==> config.mk <==
export PLATFORM = sky130hd
export DESIGN_NAME = pe_feeder
export DESIGN_NICKNAME = d
export VERILOG_FILES = /design/src/rtl/pe_feeder.sv
export SDC_FILE = /design/constraint.sdc
export NUM_CORES = 1
export LEC_CHECK = 0
export CORE_MARGIN = 5
export CORE_UTILIZATION = 50
export DETAILED_ROUTE_END_ITERATION = 6
export GPL_TIMING_DRIVEN = 0
export PLACE_DENSITY_LB_ADDON = 0.12
export SLEW_MARGIN = 15
export SYNTH_ARGS = -nofsm -noshare
export SYNTH_HDL_FRONTEND = slang
export SYNTH_SLANG_ARGS = --single-unit
export TNS_END_PERCENT = 10
==> constraint.sdc <==
create_clock -name clk -period 3.98 [get_ports clk]
set_input_delay 0.597 -clock clk [delete_from_list [all_inputs] [get_ports clk]]
set_output_delay 0.597 -clock clk [all_outputs]
set_load 0.02 [all_outputs]
==> src/rtl/pe_feeder.sv <==
// Packet loader for a single PE: forwards instruction words, buffers complex data,
// then replays the data as one contiguous burst after a fixed idle gap.
module pe_feeder #(
    parameter int DATA_WIDTH    = 16,
    parameter int INST_WIDTH    = 32,
    parameter int DEPTH         = 16,
    parameter int INST_DATA_GAP = 2
) (
    input  logic                    clk,
    input  logic                    rst,
    input  logic                    s_v,
    input  logic [31:0]             s_data,
    output logic                    s_rdy,
    output logic                    inst_in_v,
    output logic [INST_WIDTH-1:0]   inst_in,
    output logic                    din_pe_v,
    output logic [2*DATA_WIDTH-1:0] din_pe,
    output logic                    busy,
    output logic                    done,
    output logic                    err
);

    localparam int DW = 2 * DATA_WIDTH;
    localparam int PW = (DEPTH > 1) ? $clog2(DEPTH) : 1;
    localparam int CW = 16;

    localparam logic [CW-1:0] DEPTH_C  = CW'(DEPTH);
    localparam logic [CW-1:0] GAP_LAST = CW'(INST_DATA_GAP - 1);

    localparam logic [2:0] ST_IDLE    = 3'd0;
    localparam logic [2:0] ST_INST    = 3'd1;
    localparam logic [2:0] ST_COLLECT = 3'd2;
    localparam logic [2:0] ST_GAP     = 3'd3;
    localparam logic [2:0] ST_BURST   = 3'd4;
    localparam logic [2:0] ST_DROP    = 3'd5;

    logic [2:0]          state_r;
    logic [2:0]          state_nxt;
    logic [CW-1:0]       cnt_r;
    logic [CW-1:0]       cnt_nxt;
    logic [7:0]          n_inst_r;
    logic [7:0]          n_data_r;
    logic [PW-1:0]       wr_ptr_r;
    logic [PW-1:0]       rd_ptr_r;
    logic [DW-1:0]       mem_r [DEPTH];

    logic                s_rdy_r;
    logic                busy_r;
    logic                done_r;
    logic                err_r;
    logic                inst_v_r;
    logic [INST_WIDTH-1:0] inst_r;
    logic                din_v_r;
    logic [DW-1:0]       din_r;

    logic                accept_s;
    logic [7:0]          hdr_inst_s;
    logic [7:0]          hdr_data_s;
    logic [CW-1:0]       drop_total_s;
    logic                done_nxt;
    logic                err_nxt;
    logic                inst_v_nxt;
    logic                din_v_nxt;
    logic                fifo_we_s;
    logic                fifo_re_s;
    logic                s_rdy_nxt;
    logic                busy_nxt;

    assign accept_s     = s_v & s_rdy_r;
    assign hdr_inst_s   = s_data[15:8];
    assign hdr_data_s   = s_data[7:0];
    assign drop_total_s = CW'(n_inst_r) + CW'(n_data_r);

    assign s_rdy     = s_rdy_r;
    assign busy      = busy_r;
    assign done      = done_r;
    assign err       = err_r;
    assign inst_in_v = inst_v_r;
    assign inst_in   = inst_r;
    assign din_pe_v  = din_v_r;
    assign din_pe    = din_r;

    // Next-state, counter and output-strobe decode for the packet sequencer
    always_comb begin
        state_nxt  = state_r;
        cnt_nxt    = cnt_r;
        done_nxt   = 1'b0;
        err_nxt    = 1'b0;
        inst_v_nxt = 1'b0;
        din_v_nxt  = 1'b0;
        fifo_we_s  = 1'b0;
        fifo_re_s  = 1'b0;
        case (state_r)
            ST_IDLE: begin
                if (accept_s) begin
                    cnt_nxt = {CW{1'b0}};
                    if (CW'(hdr_data_s) > DEPTH_C) begin
                        err_nxt   = 1'b1;
                        state_nxt = ST_DROP;
                    end else if (hdr_inst_s != 8'd0) begin
                        state_nxt = ST_INST;
                    end else if (hdr_data_s != 8'd0) begin
                        state_nxt = ST_COLLECT;
                    end else begin
                        done_nxt  = 1'b1;
                        state_nxt = ST_IDLE;
                    end
                end else begin
                    state_nxt = ST_IDLE;
                end
            end
            ST_INST: begin
                if (accept_s) begin
                    inst_v_nxt = 1'b1;
                    if (cnt_r == CW'(n_inst_r) - 16'd1) begin
                        cnt_nxt = {CW{1'b0}};
                        if (n_data_r != 8'd0) begin
                            state_nxt = ST_COLLECT;
                        end else begin
                            done_nxt  = 1'b1;
                            state_nxt = ST_IDLE;
                        end
                    end else begin
                        cnt_nxt = cnt_r + 16'd1;
                    end
                end else begin
                    cnt_nxt = cnt_r;
                end
            end
            ST_COLLECT: begin
                if (accept_s) begin
                    fifo_we_s = 1'b1;
                    if (cnt_r == CW'(n_data_r) - 16'd1) begin
                        cnt_nxt   = {CW{1'b0}};
                        // a zero gap skips the wait state entirely
                        if (INST_DATA_GAP == 0) begin
                            state_nxt = ST_BURST;
                        end else begin
                            state_nxt = ST_GAP;
                        end
                    end else begin
                        cnt_nxt = cnt_r + 16'd1;
                    end
                end else begin
                    cnt_nxt = cnt_r;
                end
            end
            ST_GAP: begin
                if (cnt_r == GAP_LAST) begin
                    cnt_nxt   = {CW{1'b0}};
                    state_nxt = ST_BURST;
                end else begin
                    cnt_nxt = cnt_r + 16'd1;
                end
            end
            ST_BURST: begin
                // one extra cycle after the last read raises done and frees the host port
                if (cnt_r < CW'(n_data_r)) begin
                    fifo_re_s = 1'b1;
                    din_v_nxt = 1'b1;
                    cnt_nxt   = cnt_r + 16'd1;
                end else begin
                    done_nxt  = 1'b1;
                    cnt_nxt   = {CW{1'b0}};
                    state_nxt = ST_IDLE;
                end
            end
            ST_DROP: begin
                if (accept_s) begin
                    if (cnt_r == drop_total_s - 16'd1) begin
                        cnt_nxt   = {CW{1'b0}};
                        state_nxt = ST_IDLE;
                    end else begin
                        cnt_nxt = cnt_r + 16'd1;
                    end
                end else begin
                    cnt_nxt = cnt_r;
                end
            end
            default: begin
                cnt_nxt   = {CW{1'b0}};
                state_nxt = ST_IDLE;
            end
        endcase
        s_rdy_nxt = (state_nxt == ST_IDLE) || (state_nxt == ST_INST) ||
                    (state_nxt == ST_COLLECT) || (state_nxt == ST_DROP);
        busy_nxt  = (state_nxt != ST_IDLE);
    end

    // Sequencer state, counters, FIFO pointers and registered PE-side outputs
    always_ff @(posedge clk) begin
        if (rst) begin
            state_r  <= ST_IDLE;
            cnt_r    <= {CW{1'b0}};
            n_inst_r <= 8'd0;
            n_data_r <= 8'd0;
            wr_ptr_r <= {PW{1'b0}};
            rd_ptr_r <= {PW{1'b0}};
            s_rdy_r  <= 1'b1;
            busy_r   <= 1'b0;
            done_r   <= 1'b0;
            err_r    <= 1'b0;
            inst_v_r <= 1'b0;
            inst_r   <= {INST_WIDTH{1'b0}};
            din_v_r  <= 1'b0;
            din_r    <= {DW{1'b0}};
        end else begin
            state_r  <= state_nxt;
            cnt_r    <= cnt_nxt;
            s_rdy_r  <= s_rdy_nxt;
            busy_r   <= busy_nxt;
            done_r   <= done_nxt;
            err_r    <= err_nxt;
            inst_v_r <= inst_v_nxt;
            din_v_r  <= din_v_nxt;
            if ((state_r == ST_IDLE) && accept_s) begin
                n_inst_r <= hdr_inst_s;
                n_data_r <= hdr_data_s;
            end
            if (inst_v_nxt) begin
                inst_r <= s_data[INST_WIDTH-1:0];
            end
            if (fifo_we_s) begin
                wr_ptr_r <= wr_ptr_r + PW'(1);
            end
            if (fifo_re_s) begin
                rd_ptr_r <= rd_ptr_r + PW'(1);
                din_r    <= mem_r[rd_ptr_r];
            end
        end
    end

    // Data buffer storage; stale contents are harmless once pointers clear
    always_ff @(posedge clk) begin
        if (fifo_we_s) begin
            mem_r[wr_ptr_r] <= s_data[DW-1:0];
        end
    end

endmodule

==> results.yml, run 1 <==
status:
  outcome: "completed"
critical_path:
  cp_max_fo: 5
  end_kind: "register"
  cpMostUsedCell: "inv_1"
  path_class: "reg2reg"
  worst-path-buf-inv: 3
  critPathLaunchType: "register"
  arrival_ns: 4.26
  crit_required_ns: 4.50
  crit_family: "adder cells"
  path_cells: "inv_1, ha_1, inv_1, ha_1, inv_1, fa_1, xor2_1, nand3_1, nor4b_2, o211ai_1, nor4_4, a31oi_1, and4b_1, mux2_2"
  cp_slowest_cell: "fa_1"
  cpPeakStageDelay_ns: 0.56
floorplanning:
  rows: 82
  die_x_um: 234.3
  io-pin-count: 105
  fp.dieH_um: 234.3
  die-area_mm2: 0.05492
  start_util_pct: 50.36
  core_mm2: 0.04997
clock_network:
  cts_htree_levels: 2
  cts.sinks: 625
  cts.hold.buffers_added: 0
  cts_tree: "yes"
  clock_path_buffers: 3
  clk_pin_slew_ns: 0.06
  clk_latency_ns: 0.63
  numCtsBuffers: 61
  root_buffer: "clkbuf_16"
  post_cts_buffers: 0
synth:
  synth_cells: 1459
  synth_common_cells: "edfxtp_1, mux4_2, nand2_1, dfxtp_1, nor2_1"
  yosys_warnings: 0
  yosysUniqueCellTypes: 60
  synth_area_leaders: "edfxtp_1, mux4_2, dfxtp_1"
  ys_ff_latch: 625
  synth_edf_count: 512
  syn_area_per_cell_um2: 17.25
  async_flop_share_pct: 0
  ys.flop_type: "edfxtp_1"
  synth.most_common_cell: "edfxtp_1"
  syn-cell-area_mm2: 0.02516
  synth_top_area_cell: "edfxtp_1"
  yosysSeqAreaShare_pct: 70.09
  syn_nets: 1527
  synth.top_cell.area_share_pct: 61.10
sta:
  hold_violations: 0
  period_share_pct: 94.04
  fmax_ghz: 0.2672
  tns_ns: 0
  max_slew_margin_pct: 27.71
  finalMaxSlewViolations: 0
  setup_viol: 0
  clock_skew_ns: 0.02444
  layout_min_cycle_time_ns: 3.743
  hold_slack_ns: 0.4544
  rsz0062_at_grt: "no"
  max_slew.worst_pin.slew_ns: 1.084
drt:
  ant_nets: 0
  first_iter_violations: 1328
  wl_per_cell_um: 25.46
  dr_total_vias: 13960
  wl_mm: 60.76
  dr.pass1.iters: 5
  drc: 0
  vias_per_cell: 5.849
placement:
  dp_hpwl_mm: 40.54
  port_buffers: 103
  gp_congestion: 0.8490
finish:
  nets: 1730
  fin_util_pct: 59.56
  synthToLayoutAreaGrowth_pct: 18.27
  ff_latch_area_mm2: 0.01764
  multi_input_area_mm2: 0.007179
  fillCellCount: 3742
  final_layout_size_suffix_gt1_share_pct: 19.53
  diodes: 0
grt:
  track_usage_pct: 22.51
  grt_max_degree: 21
  grt_pass1_vias: 14220
  antenna_found_initial: 0
  grt_pass1_wl_mm: 90.86
  overflow: 0
run:
  maxCapViolCount: 0
power:
  irDropWorstVdd_v: 0.0003770
  p_per_area_mw_per_mm2: 500.4
  leakage_nw: 9.459
hold_path:
  holdCritPathClass: "reg2reg"
[layout by cell type, fill, tap and decap left out, drive strengths merged, types with 4 or more instances in the layout]
| cell type | count |
|---|---|
| dfxtp | 113 |
| clkinv | 22 |
| edfxtp | 512 |
| nand2b | 9 |
| mux2i | 37 |
| o22ai | 5 |
| nor2b | 7 |
| xor2 | 24 |
| inv | 44 |
| xnor2 | 15 |
| a31oi | 4 |
| o21a | 4 |
| or3 | 10 |
| or2 | 11 |
| bufinv | 4 |
| nor2 | 76 |
| a21oi | 67 |
| a21o | 12 |
| o21ai | 12 |
| mux4 | 160 |
| nand3 | 15 |
| nand4 | 8 |
| o211ai | 4 |
| nor3 | 17 |
| clkdlybuf4s50 | 103 |
| nor4 | 7 |
| ha | 32 |
| nand2 | 123 |
| and3 | 6 |
| buf | 59 |
| a221oi | 11 |
| clkbuf | 145 |
[area by class of cell]
| class | instances | share of cell area (%) |
|---|---|---|
| flip-flops and latches | 625 | 59.26 |
| multi-input cells | 712 | 24.12 |
| clock buffers | 86 | 5.688 |
| repair buffers | 140 | 5.516 |
| well taps | 672 | 2.825 |
| plain buffers | 81 | 1.144 |
| clock inverters | 30 | 0.9249 |
| inverters | 41 | 0.5171 |
[registers in the layout, summed over array words and instances, names as in the netlist]
signal,cells
busy,1
cnt_r,16
din_pe,32
din_pe_v,1
done,1
err,1
inst_in,32
inst_in_v,1
mem_r,512
n_data_r,8
n_inst_r,8
rd_ptr_r,4
s_rdy,1
state_r,3
wr_ptr_r,4
[worst min-delay path: stages, from the launching register on]
cell and delay, ns:
dfxtp_1 0.31, nand2_1 0.05, a21oi_1 0.05
[logic make-up (layout without fill, tap and decap cells)]
group,count (synthesis),after routing,share of synthesized area (%)
xor+xnor,39,39,1.357
flops,625,625,70.09
compound gates,142,142,3.640
buf+inv,122,378,1.929
fa+ha+maj,33,33,1.671
mux,198,198,15.84
simple gates,300,300,5.479
[power by group]
part / switching [mW] / internal [mW] / total (mW) / leakage (nW)
combinational: 1.11 / 0.895 / 2.00 / 2.99
clock: 2.42 / 3.23 / 5.64 / 0.953
sequential: 0.0857 / 7.16 / 7.25 / 5.52
total: 3.61 / 11.3 / 14.9 / 9.46
[path summary, 6_finish.rpt]
kind	start	endpoint	slack [ns]	cells past startpoint
max reg2reg	n_inst_r[1]	s_rdy	0.24	14
min	inst_in[19]	inst_in[19]	0.45	2
min reg2reg	inst_in[19]	inst_in[19]	0.45	2
max	n_inst_r[1]	s_rdy	0.24	14
[layer usage]
metal | global-route usage, % | share of wire, %
met1 | 32.47 | 43
met2 | 37.25 | 50
met3 | 3.511 | 6.0
met4 | 4.379 | 1.6
met5 | 0 | 0
[through the flow]
stage                     power (mW)  std cells  instance area, µm²  worst slack, ns
after CTS                      15.02       2386               29740          0.05218
after global placement         9.337       2234               27040           -3.736
final                          14.89       2387               29760           0.2371
after floorplan                8.716       1459               25160          0.04634
after detailed placement       9.378       2270               27750          -0.3075
after global routing           15.47       2387               29760         0.003789
[timing repair]
| action | CTS | global route |
|---|---|---|
| cloned | 0 | 0 |
| setup endpoints to repair | 19 | 14 |
| gates resized for setup | 3 | 1 |
| pin swaps | 0 | 1 |
| hold endpoints to repair | 0 | 0 |
Note: power is estimated with default switching activity, not from simulation.
==> run 2, diff against run 1 <==
- CORE_UTILIZATION: 50 -> 33
- SKIP_CTS_REPAIR_TIMING: not set -> 1
==> run 2 against run 1 <==
Via count shrank 0.65%. Die area grew 49%. Worst hold slack lost 0.0024 ns. Core utilization shrank 19 points. Global-route usage shrank 5.8 points. Wire length grew 13%. Highest routed layer unchanged.
==> results.yml, run 2 (synthesis gave the netlist of run 1 again) <==
critical_path:
  path_class: "reg2reg"
  cpMostUsedCell: "inv_1"
  end_kind: "register"
  cpPeakStageDelay_ns: 0.46
  critPathLaunchType: "register"
  path_cells: "inv_1, ha_1, inv_1, ha_1, inv_1, fa_1, nor2b_1, o221a_2, o21ai_0, mux2i_1, nor4_2, buf_4, or2_2, clkbuf_1, buf_4, a221oi_1, a21o_1"
  cp_max_fo: 10
  crit_required_ns: 4.52
  cp_slowest_cell: "fa_1"
  arrival_ns: 4.35
power:
  p_per_area_mw_per_mm2: 514.0
  irDropWorstVdd_v: 0.0003055
  leakage_nw: 9.761
  power_frac_comb_pct: 13.0
  p_int_mw: 11.91
  sw_frac_of_total_pct: 24.63
  finalPower_mw: 15.80
  sequentialPowerShare_pct: 45.9
  power.switching_mw: 3.893
  clkPwrFrac_pct: 41.1
drt:
  wl_met1_mm: 30.09
  routed.top_layer: "met4"
  first_iter_violations: 1091
  ant_nets: 0
  wl_mm: 68.53
  dr.pass1.iters: 5
  wl_per_cell_um: 25.24
  routed-wl-met3_mm: 3.364
  drc: 0
  dr_total_vias: 13870
  vias_per_cell: 5.109
  wl_met2_mm: 33.76
floorplanning:
  io-pin-count: 105
  start_util_pct: 33.19
  die_x_um: 286.1
  fp.dieH_um: 286.1
  rows: 101
  die-area_mm2: 0.08188
  core_mm2: 0.07582
sta:
  setup_viol: 0
  max_slew.worst_pin.slew_ns: 1.054
  clock_skew_ns: 0.02146
  layout_min_cycle_time_ns: 3.817
  period_share_pct: 95.90
  hold_slack_ns: 0.4520
  setup_ws_ns: 0.1632
  max_slew_margin_pct: 29.74
  rsz0062_at_grt: "no"
  finalMaxSlewViolations: 0
  hold_violations: 0
  tns_ns: 0
  fmax_ghz: 0.2620
grt:
  antenna_found_initial: 0
  grt_max_degree: 21
  grt_pass1_vias: 14340
  grt_pass1_wl_mm: 100.1
  overflow: 0
  track_usage_pct: 16.76
run:
  maxCapViolCount: 0
finish:
  final_layout_size_suffix_gt1_share_pct: 21.59
  nets: 1749
  diodes: 0
  layout.cells.non_filler: 2715
  final_cell_mix: "edfxtp_1, mux4_2, nand2_1, dfxtp_1, clkdlybuf4s50_1"
  largest_reg_flops: 512
  regMostFlops: "mem_r"
  design_area_mm2: 0.03075
  fin_util_pct: 40.55
  final_common_cell: "edfxtp_1"
  synthToLayoutAreaGrowth_pct: 22.19
clock_network:
  root_buffer: "clkbuf_16"
  cts_htree_levels: 3
  clk_latency_ns: 0.61
  numCtsBuffers: 71
  clk_pin_slew_ns: 0.06
  clock_path_buffers: 3
  cts.sinks: 625
  cts_tree: "yes"
placement:
  dp_cells: 2585
  port_buffers: 103
  dp_hpwl_mm: 46.41
  gp_congestion: 0.7879
  preCtsSetupSlack_ns: -0.2556
  place_area_mm2: 0.02835
hold_path:
  holdCritPathClass: "reg2reg"
status:
  outcome: "completed"
-- run 2: cell types whose count changed in the layout (fill, tap and decap cells not counted), moves of 2 or more --
cell,previous run,this run
clkbuf_16,63,74
clkbuf_8,3,8
buf_16,12,20
inv_16,0,2
clkinv_2,6,10
clkinv_1,14,7
inv_6,3,1
clkinvlp_4,1,3
clkbuf_1,74,66
buf_4,16,19
clkinv_8,0,2
clkbuf_2,5,9
-- run 2: critical path, delay by kind of cell, from the launching register on --
kind / cells / cell delay [ns]
AOI/OAI and AO/OA: 4 / 0.86
adders and majority gates: 3 / 0.86
buffers and inverters: 6 / 0.75
DFF: 1 / 0.44
muxes: 1 / 0.31
and+or+nand+nor: 3 / 0.52
-- run 2: power groups by stage --
| stage | Combinational (mW) | Sequential (mW) | Clock [mW] |
|---|---|---|---|
| final | 2.06 | 7.25 | 6.50 |
| after global placement | 2.04 | 7.38 | 0 |
| after global routing | 2.24 | 7.26 | 6.97 |
| after floorplan | 1.28 | 7.44 | 0 |
| after CTS | 2.07 | 7.25 | 6.68 |
| after detailed placement | 2.07 | 7.38 | 0 |
-- run 2: layer usage --
layer,track usage (%),up-vias
met5,0,-
met4,4.303,0
met3,2.907,79
met2,27.89,357
met1,23.01,7247
li1,-,6187
-- run 2: final cells by class --
class	count	area (µm²)
Buffer	80	341.6
Clock buffer	98	2022
Clock inverter	31	317.8
Fill cell	6858	45080
Inverter	41	153.9
Multi-Input combinational cell	712	7186
Sequential cell	625	17640
Tap cell	978	1224
Timing Repair Buffer	150	1864
-- run 2: path summary, 6_finish.rpt --
path	startpoint	endpoint	slack [ns]	cells after the start
max	n_inst_r[0]	cnt_r[11]	0.16	17
min	inst_in[16]	inst_in[16]	0.45	2
min reg2reg	inst_in[16]	inst_in[16]	0.45	2
max reg2reg	n_inst_r[0]	cnt_r[11]	0.16	17
